File: config.mk
export PLATFORM = sky130hd
export DESIGN_NAME = host_vram_ctrl
export DESIGN_NICKNAME = d
export VERILOG_FILES = /design/src/rtl/host_vram_ctrl.sv
export SDC_FILE = /design/constraint.sdc
export NUM_CORES = 1
export LEC_CHECK = 0
export CELL_PAD_IN_SITES_DETAIL_PLACEMENT = 0
export CELL_PAD_IN_SITES_GLOBAL_PLACEMENT = 2
export CORE_UTILIZATION = 33
export CTS_CLUSTER_DIAMETER = 200
export CTS_CLUSTER_SIZE = 28
export DETAILED_ROUTE_END_ITERATION = 10
export GPL_ROUTABILITY_DRIVEN = 1
export PLACE_DENSITY_LB_ADDON = 0.1
export SYNTH_ARGS = -nofsm -noshare
export SYNTH_HDL_FRONTEND = slang
export SYNTH_SLANG_ARGS = --single-unit
File: constraint.sdc
create_clock -name clk -period 5.18 [get_ports clk]
set_input_delay 1.036 -clock clk [delete_from_list [all_inputs] [get_ports clk]]
set_output_delay 1.036 -clock clk [all_outputs]
set_load 0.02 [all_outputs]
File: src/rtl/host_vram_ctrl.sv
// host_vram_ctrl: host-side command sequencer between spi_target and the memories.
// Turns the SPI byte stream into VRAM read/write and font RAM write transactions.
// VRAM is only driven inside blitter slots (blit_cycle_i); the font port is free-running.
// Optional feature macro: HOST_CTRL_STATUS_EN (op 2'b11 becomes a status read that
// also clears the sticky overrun flag); without it op 2'b11 is a NOP.
//
// state   | meaning
// CMD     | waiting for command byte
// ADDR_H  | next byte loads addr[15:8]
// ADDR_L  | next byte loads addr[7:0]
// DATA_H  | next byte is VRAM high byte / font data byte
// DATA_L  | next byte is VRAM low byte / font data byte
module host_vram_ctrl #(
  parameter int VRAM_AW = 16,
  parameter int FONT_AW = 13
) (
  input  logic               clk,
  input  logic               reset,
  input  logic               spi_cs_i,
  input  logic               rx_strobe_i,
  input  logic [7:0]         rx_byte_i,
  output logic [7:0]         tx_byte_o,
  input  logic               blit_cycle_i,
  output logic               vram_sel_o,
  output logic               vram_wr_o,
  output logic [VRAM_AW-1:0] vram_addr_o,
  output logic [15:0]        vram_data_o,
  input  logic [15:0]        vram_data_i,
  output logic               font_wr_o,
  output logic [FONT_AW-1:0] font_addr_o,
  output logic [7:0]         font_data_o,
  output logic               busy_o,
  output logic               err_o
);

  localparam logic [2:0] ST_CMD    = 3'd0;
  localparam logic [2:0] ST_ADDR_H = 3'd1;
  localparam logic [2:0] ST_ADDR_L = 3'd2;
  localparam logic [2:0] ST_DATA_H = 3'd3;
  localparam logic [2:0] ST_DATA_L = 3'd4;

  localparam logic [1:0] OP_VWR = 2'b00;
  localparam logic [1:0] OP_VRD = 2'b01;
  localparam logic [1:0] OP_FWR = 2'b10;
  localparam logic [1:0] OP_RSV = 2'b11;

  logic [2:0]         state;
  logic [1:0]         op;
  logic               auto_inc;
  logic [15:0]        addr;
  logic [15:0]        addr_inc;
  logic [7:0]         hi_byte;
  logic               wr_pend;
  logic [15:0]        wr_addr;
  logic [15:0]        wr_word;
  logic               rd_pend;
  logic               rd_wait;
  logic [15:0]        rd_word;
  logic               err;
  logic               font_wr_q;
  logic [FONT_AW-1:0] font_addr_q;
  logic [7:0]         font_data_q;
  logic               stat_mode;
  logic               issue_wr;
  logic               issue_rd;
  logic [15:0]        sel_addr;

  assign addr_inc = addr + 16'd1;
  // a pending write owns the slot first; a read only goes when no write is waiting
  assign issue_wr = blit_cycle_i & wr_pend;
  assign issue_rd = blit_cycle_i & rd_pend & ~wr_pend;
  assign sel_addr = wr_pend ? wr_addr : addr;

  // VRAM strobes are combinational so they can never leak outside a blitter slot or into reset
  assign vram_sel_o  = ~reset & (issue_wr | issue_rd);
  assign vram_wr_o   = ~reset & issue_wr;
  assign vram_addr_o = vram_sel_o ? sel_addr[VRAM_AW-1:0] : '0;
  assign vram_data_o = vram_wr_o ? wr_word : 16'h0000;
  assign busy_o      = ~reset & (wr_pend | rd_pend);
  assign err_o       = ~reset & err;
  assign font_wr_o   = ~reset & font_wr_q;
  assign font_addr_o = font_addr_q;
  assign font_data_o = font_data_q;

  // command parsing, pending VRAM entries, read capture and font write strobe
  always_ff @(posedge clk) begin
    if (reset) begin
      state       <= ST_CMD;
      op          <= OP_VWR;
      auto_inc    <= 1'b0;
      addr        <= 16'h0000;
      hi_byte     <= 8'h00;
      wr_pend     <= 1'b0;
      wr_addr     <= 16'h0000;
      wr_word     <= 16'h0000;
      rd_pend     <= 1'b0;
      rd_wait     <= 1'b0;
      rd_word     <= 16'h0000;
      err         <= 1'b0;
      font_wr_q   <= 1'b0;
      font_addr_q <= '0;
      font_data_q <= 8'h00;
    end else begin
      font_wr_q <= 1'b0;
      if (issue_wr) begin
        wr_pend <= 1'b0;
        if (auto_inc) addr <= addr_inc;
      end
      if (issue_rd) begin
        rd_pend <= 1'b0;
        rd_wait <= 1'b1;
      end
      if (rd_wait) begin
        rd_wait <= 1'b0;
        rd_word <= vram_data_i;
        if (auto_inc) addr <= addr_inc;
      end
      if (spi_cs_i) begin
        state <= ST_CMD;
      end else if (rx_strobe_i) begin
        case (state)
          ST_CMD: begin
            op       <= rx_byte_i[7:6];
            auto_inc <= rx_byte_i[0];
            if (rx_byte_i[7:6] != OP_RSV) state <= ST_ADDR_H;
`ifdef HOST_CTRL_STATUS_EN
            if (stat_mode) err <= 1'b0;
`endif
          end
          ST_ADDR_H: begin
            addr  <= {rx_byte_i, addr[7:0]};
            state <= ST_ADDR_L;
          end
          ST_ADDR_L: begin
            addr  <= {addr[15:8], rx_byte_i};
            state <= ST_DATA_H;
            if (op == OP_VRD) rd_pend <= 1'b1;
          end
          ST_DATA_H: begin
            state <= ST_DATA_L;
            if (op == OP_VWR) hi_byte <= rx_byte_i;
          end
          ST_DATA_L: begin
            state <= ST_DATA_H;
            if (op == OP_VWR) begin
              // the slot issuing the old entry this cycle frees room for the new word
              if (wr_pend && !issue_wr) begin
                err <= 1'b1;
              end else begin
                wr_pend <= 1'b1;
                wr_word <= {hi_byte, rx_byte_i};
                wr_addr <= (issue_wr && auto_inc) ? addr_inc : addr;
              end
            end else if (op == OP_VRD && !rd_pend && !rd_wait) begin
              rd_pend <= 1'b1;
            end
          end
          default: state <= ST_CMD;
        endcase
        if (op == OP_FWR && (state == ST_DATA_H || state == ST_DATA_L)) begin
          font_wr_q   <= 1'b1;
          font_addr_q <= addr[FONT_AW-1:0];
          font_data_q <= rx_byte_i;
          if (auto_inc) addr <= addr_inc;
        end
      end
    end
  end

`ifdef HOST_CTRL_STATUS_EN
  // status byte is presented for the one byte following an op 2'b11 command
  always_ff @(posedge clk) begin
    if (reset || spi_cs_i) stat_mode <= 1'b0;
    else if (rx_strobe_i && state == ST_CMD) stat_mode <= (rx_byte_i[7:6] == OP_RSV);
  end
`else
  assign stat_mode = 1'b0;
`endif

  // next byte to shift out: read data once it has landed, 8'hFF otherwise
  always_comb begin
    tx_byte_o = 8'hFF;
    if (reset) begin
      tx_byte_o = 8'hFF;
    end else if (stat_mode) begin
      tx_byte_o = {6'b000000, wr_pend | rd_pend, err};
    end else if (op == OP_VRD && !rd_pend && !rd_wait) begin
      if (state == ST_DATA_H) tx_byte_o = rd_word[15:8];
      else if (state == ST_DATA_L) tx_byte_o = rd_word[7:0];
    end
  end

endmodule

* After elaboration in Yosys (flattened, before gate mapping)
Cells that the tools add are included.
** Operators by class
- $add $sub $neg :: 1
- Equal/unequal tests :: 8
- Muxes and demuxes :: 34
- Bitwise logic cells :: 15
- Reduce and logical (&&, ||, !) cells :: 21
** Operators with widths (count)
- 16-bit two-way mux :: 12
- 8-bit two-way mux :: 4
- 16-bit case mux with 2 select lines :: 1
- 16-bit by 1-bit adder with 16-bit output, second input constant :: 1
- 1-bit two-way mux :: 14
- 3-bit case mux with 4 select lines :: 1
- 5-bit AND reduction :: 2
- 1-bit AND :: 8
- 3-bit by 2-bit == test with 1-bit output, second input constant :: 2
- 3-bit AND reduction :: 2
- 2-bit OR reduction :: 3
- 1-bit logical AND :: 5
- 1-bit inverter :: 5
- 2-bit inequality test, second input constant :: 2
- 4-bit AND reduction :: 1
- 3-bit by 1-bit == test with 1-bit output, second input constant :: 1
- 3-bit == test, second input constant :: 1
- 1-bit logical NOT :: 3
- 3-bit logical NOT :: 1
- 3-bit two-way mux :: 1
- 3-bit OR reduction :: 1
- 2-bit by 1-bit == test with 1-bit output, second input constant :: 1
- 2-bit == test, second input constant :: 1
- 2-bit logical NOT :: 1
- other kinds (4) :: 5
** Storage, ports and cells
- Bits in registers :: 104
- Input port bits :: 29
- Output and inout port bits :: 66
- Logic and storage cells :: 94

* Longest topological paths before layout
- Word-level depth :: 10
- Mapped depth :: 9
- Mapped depth without buffers :: 6

* Worst setup path before layout
Ideal clock, no wire load.
- Path type :: input to output
- Start point :: input port reset
- End point :: output port vram_addr_o[10]
- Data arrival time :: 2.334 ns
- Data required time :: 4.144 ns
- Setup slack :: 1.810 ns
- Stages :: 5
- Buffers on the path :: 2
- Path through :: clkbuf_1 nor2_1 nand2_1 clkbuf_1 nor2_1
** On the way
- Cells in the longest elaborated chain, start to end :: 3
** RTL lines
- from (decl) :: line 18 : input logic reset,
- 1-bit inverter :: line 75 : assign vram_sel_o = ~reset & (issue_wr | issue_rd);
- 1-bit AND :: line 75
- 16-bit two-way mux :: line 77 : assign vram_addr_o = vram_sel_o ? sel_addr[VRAM_AW-1:0] : '0;
- to (decl) :: line 26 : output logic [VRAM_AW-1:0] vram_addr_o,
No other way between the ends.

* Worst setup path after layout
- Start point :: input port blit_cycle_i
- End point :: output port vram_data_o[6]
** On the way
- Cells in the longest elaborated chain, start to end :: 3
** RTL lines
- from (decl) :: line 23 : input logic blit_cycle_i,
- 1-bit AND :: line 70 : assign issue_wr = blit_cycle_i & wr_pend;
- 1-bit AND :: line 76 : assign vram_wr_o = ~reset & issue_wr;
- 16-bit two-way mux :: line 78 : assign vram_data_o = vram_wr_o ? wr_word : 16'h0000;
- to (decl) :: line 27 : output logic [15:0] vram_data_o,
No other way between the ends.

==> flow_summary.toml <==
[worst_setup_path]
crit_family = "buffers and inverters"
crit_slowest_cell = "clkdlybuf4s50_1"
start_kind = "primary input"
path_cells = "clkdlybuf4s50_1 > and3_1 > and2_1 > clkdlybuf4s50_1"
end_kind = "output pin"
cp_common_cell = "clkdlybuf4s50_1"
crit_path_max_fanout = 17
path_buf_inv = 2
cp.required_ns = 4.14
setup.worst_path.class = "primary input to output pin"
worstPathArrival_ns = 2.98
max_stage_delay_ns = 0.61

[run]
drv_cap = 0

[route]
drtAntennaViolNets = 0
drc = 0
drt_iter0_markers = 314
dr_total_vias = 4973
drt-total-wl_um = 16790
wl_per_cell_um = 17.58
avgViaCountPerCell = 5.207
drtPass1Iterations = 4

[timing]
period_share_pct = 77.51
slew_violations = 0
max_slew.worst_pin.slew_ns = 0.8585
skew_ns = 0.008185
period_needed_ns = 4.015
setup_violations = 0
rsz0062_at_grt = "false"
hold_viol = 0
slew_headroom_pct = 42.51
setup-tns-final_ns = 0
max_freq_mhz = 249.1

[die]
rows = 46
ios = 95
die-area_mm2 = 0.01715
core_mm2 = 0.01606
die-height_um = 130.9
start_util_pct = 34.17
dieWidth_um = 130.9

[clocking]
path_clk_slew_ns = 0.07
numCtsBuffers = 9
cts_tree = "yes"
cts_resized = 0
clock_latency_ns = 0.35
htreeDepth = 3
postCtsSetupBuffers = 0
postCtsHoldBufs = 0
cts.path.max_buffers = 2
root_buffer = "clkbuf_16"
clock_sinks = 104

[global_route]
grt_usage_pct = 20.49
first_global_vias = 4735
antenna_found_initial = 1
grt_start_max_net_pins = 49
grt_pass1_wl_um = 26280
gr-total-overflow = 0

[placed_design]
portBuffers = 94
place_area_mm2 = 0.006505
hpwl_um = 11420
place_congestion = 0.7952

[synth]
dominantRegCellSynth = "dfxtp_1"
ys_ff_latch = 104
synth_cell_types = 53
synthArstFlopShare_pct = 0
ys_warn_count = 0
syn-num-nets = 715
syn_inst = 685
synth_adder_area_share_pct = 0.2281
synth.avg_cell_area_um2 = 8.010
synth_top_area_share_pct = 37.95
synth_edf_count = 0
synth_compound_area_share_pct = 14.94
synth.cell_area_mm2 = 0.005487
synth-seq-area-share_pct = 37.95
synth_area_leaders = "dfxtp_1, mux2i_1, nor2_1"
synthSimpleGateAreaFrac_pct = 24.47
synth-xor-area-share_pct = 4.310
synth_top_family_by_area = "simple AND/OR/NAND/NOR gates"
synth_largest_area_cell = "dfxtp_1"
muxShareOfSynthArea_pct = 12.45

[finish]
final_nets = 765
area_growth_pct = 23.49
design_area_mm2 = 0.006775
layout_common_cells = "nor2_1, dfxtp_1, clkdlybuf4s50_1, nand2_1, mux2i_1"
final_core_util_pct = 42.19
final_common_cell = "nor2_1"
insertedDiodeCount = 0
drive_gt1_share_pct = 4.736

[power]
p_leak_nw = 2.329
irDropWorstVdd_v = 0.0001497
power_density_mw_per_mm2 = 239.1

[outcome]
outcome = "complete, no violations"

[min_path]
hp-class = "flip-flop to flip-flop"
-- synth_stat cells (all sizes together), types with 3 or more instances --
| cell | number |
|---|---|
| o21ai | 13 |
| a22oi | 5 |
| nor4 | 6 |
| nand3 | 18 |
| xnor2 | 25 |
| o31ai | 6 |
| nand3b | 8 |
| o22ai | 4 |
| a221oi | 5 |
| nor3 | 10 |
| a211oi | 16 |
| nor2 | 110 |
| nand2 | 76 |
| mux2i | 66 |
| a21o | 6 |
| a21oi | 44 |
| dfxtp | 104 |
| and2 | 19 |
| nand2b | 7 |
| and3 | 8 |
| inv | 5 |
| nor2b | 6 |
| clkbuf | 44 |
| nor3b | 3 |
| o32ai | 6 |
| buf | 23 |
| or4 | 5 |
| nand4 | 8 |
-- path summary, 6_finish.rpt --
| check | startpoint | to | slack, ns | depth (start not counted) |
|---|---|---|---|---|
| hold reg to reg | wr_word[1]$_SDFFE_PP0P_ | wr_word[1]$_SDFFE_PP0P_ | 0.45 | 2 |
| hold / removal | wr_word[1]$_SDFFE_PP0P_ | wr_word[1]$_SDFFE_PP0P_ | 0.45 | 2 |
| setup / recovery | blit_cycle_i | vram_data_o[6] | 1.17 | 4 |
| setup reg to reg | state[2]$_SDFFE_PP0P_ | wr_addr[1]$_SDFFE_PP0P_ | 2.41 | 6 |
-- worst register-to-register path, cell delays in order (launching register included) --
cell and delay, ns:
dfxtp_1 0.68, or3b_1 0.54, or4_4 0.55, nor2_4 0.11, buf_4 0.42, nor2_1 0.10
a311oi_1 0.28
-- per-stage QoR --
stage	std cells	total power, mW	hold WS [ns]	worst slack (ns)
final	955	1.620	0.4533	1.165
after global placement	940	0.9785	0.4402	1.161
after floorplan	685	0.9207	0.4290	1.810
after global routing	955	1.681	0.4847	0.9671
after detailed placement	940	0.9801	0.4492	1.124
after CTS	955	1.635	0.4610	1.114
-- power by group --
part / internal [mW] / switching (mW)
clock network: 0.328 / 0.331
logic: 0.0573 / 0.0677
registers: 0.808 / 0.0281
-- cell families (layout without fill, tap and decap cells) --
kind of cell / after synthesis / after routing
xor gates and xnor gates: 27 / 27
adders and majority gates: 1 / 1
DFF: 104 / 104
muxes: 68 / 68
and+or+nand+nor: 288 / 288
AOI/OAI and AO/OA: 124 / 124
buffers and inverters: 73 / 127
-- per-layer routing --
| layer | track usage (%) | vias to the layer above | wire, um |
|---|---|---|---|
| li1 | - | 2484 | - |
| met1 | 26.07 | 2317 | 7660 |
| met2 | 34.61 | 140 | 7866 |
| met3 | 3.542 | 30 | 878 |
| met4 | 7.640 | 2 | 376 |
| met5 | 0 | - | 8 |
-- flip-flops by register name (all words and copies together), names as in the netlist --
register	count
addr	16
auto_inc	1
err	1
font_addr_o	13
font_data_o	8
font_wr_q	1
hi_byte	8
op	2
rd_pend	1
rd_wait	1
rd_word	16
state	3
wr_addr	16
wr_pend	1
wr_word	16
-- area by class of cell --
cell class | count | area [um2]
Inverter | 6 | 22.52
Clock buffer | 9 | 225.2
Clock inverter | 6 | 45.04
Fill cell | 1649 | 9283
Timing Repair Buffer | 106 | 1026
Sequential cell | 104 | 2082
Tap cell | 216 | 270.3
Multi-Input combinational cell | 508 | 3104
Power figures use the tool's default switching activity.
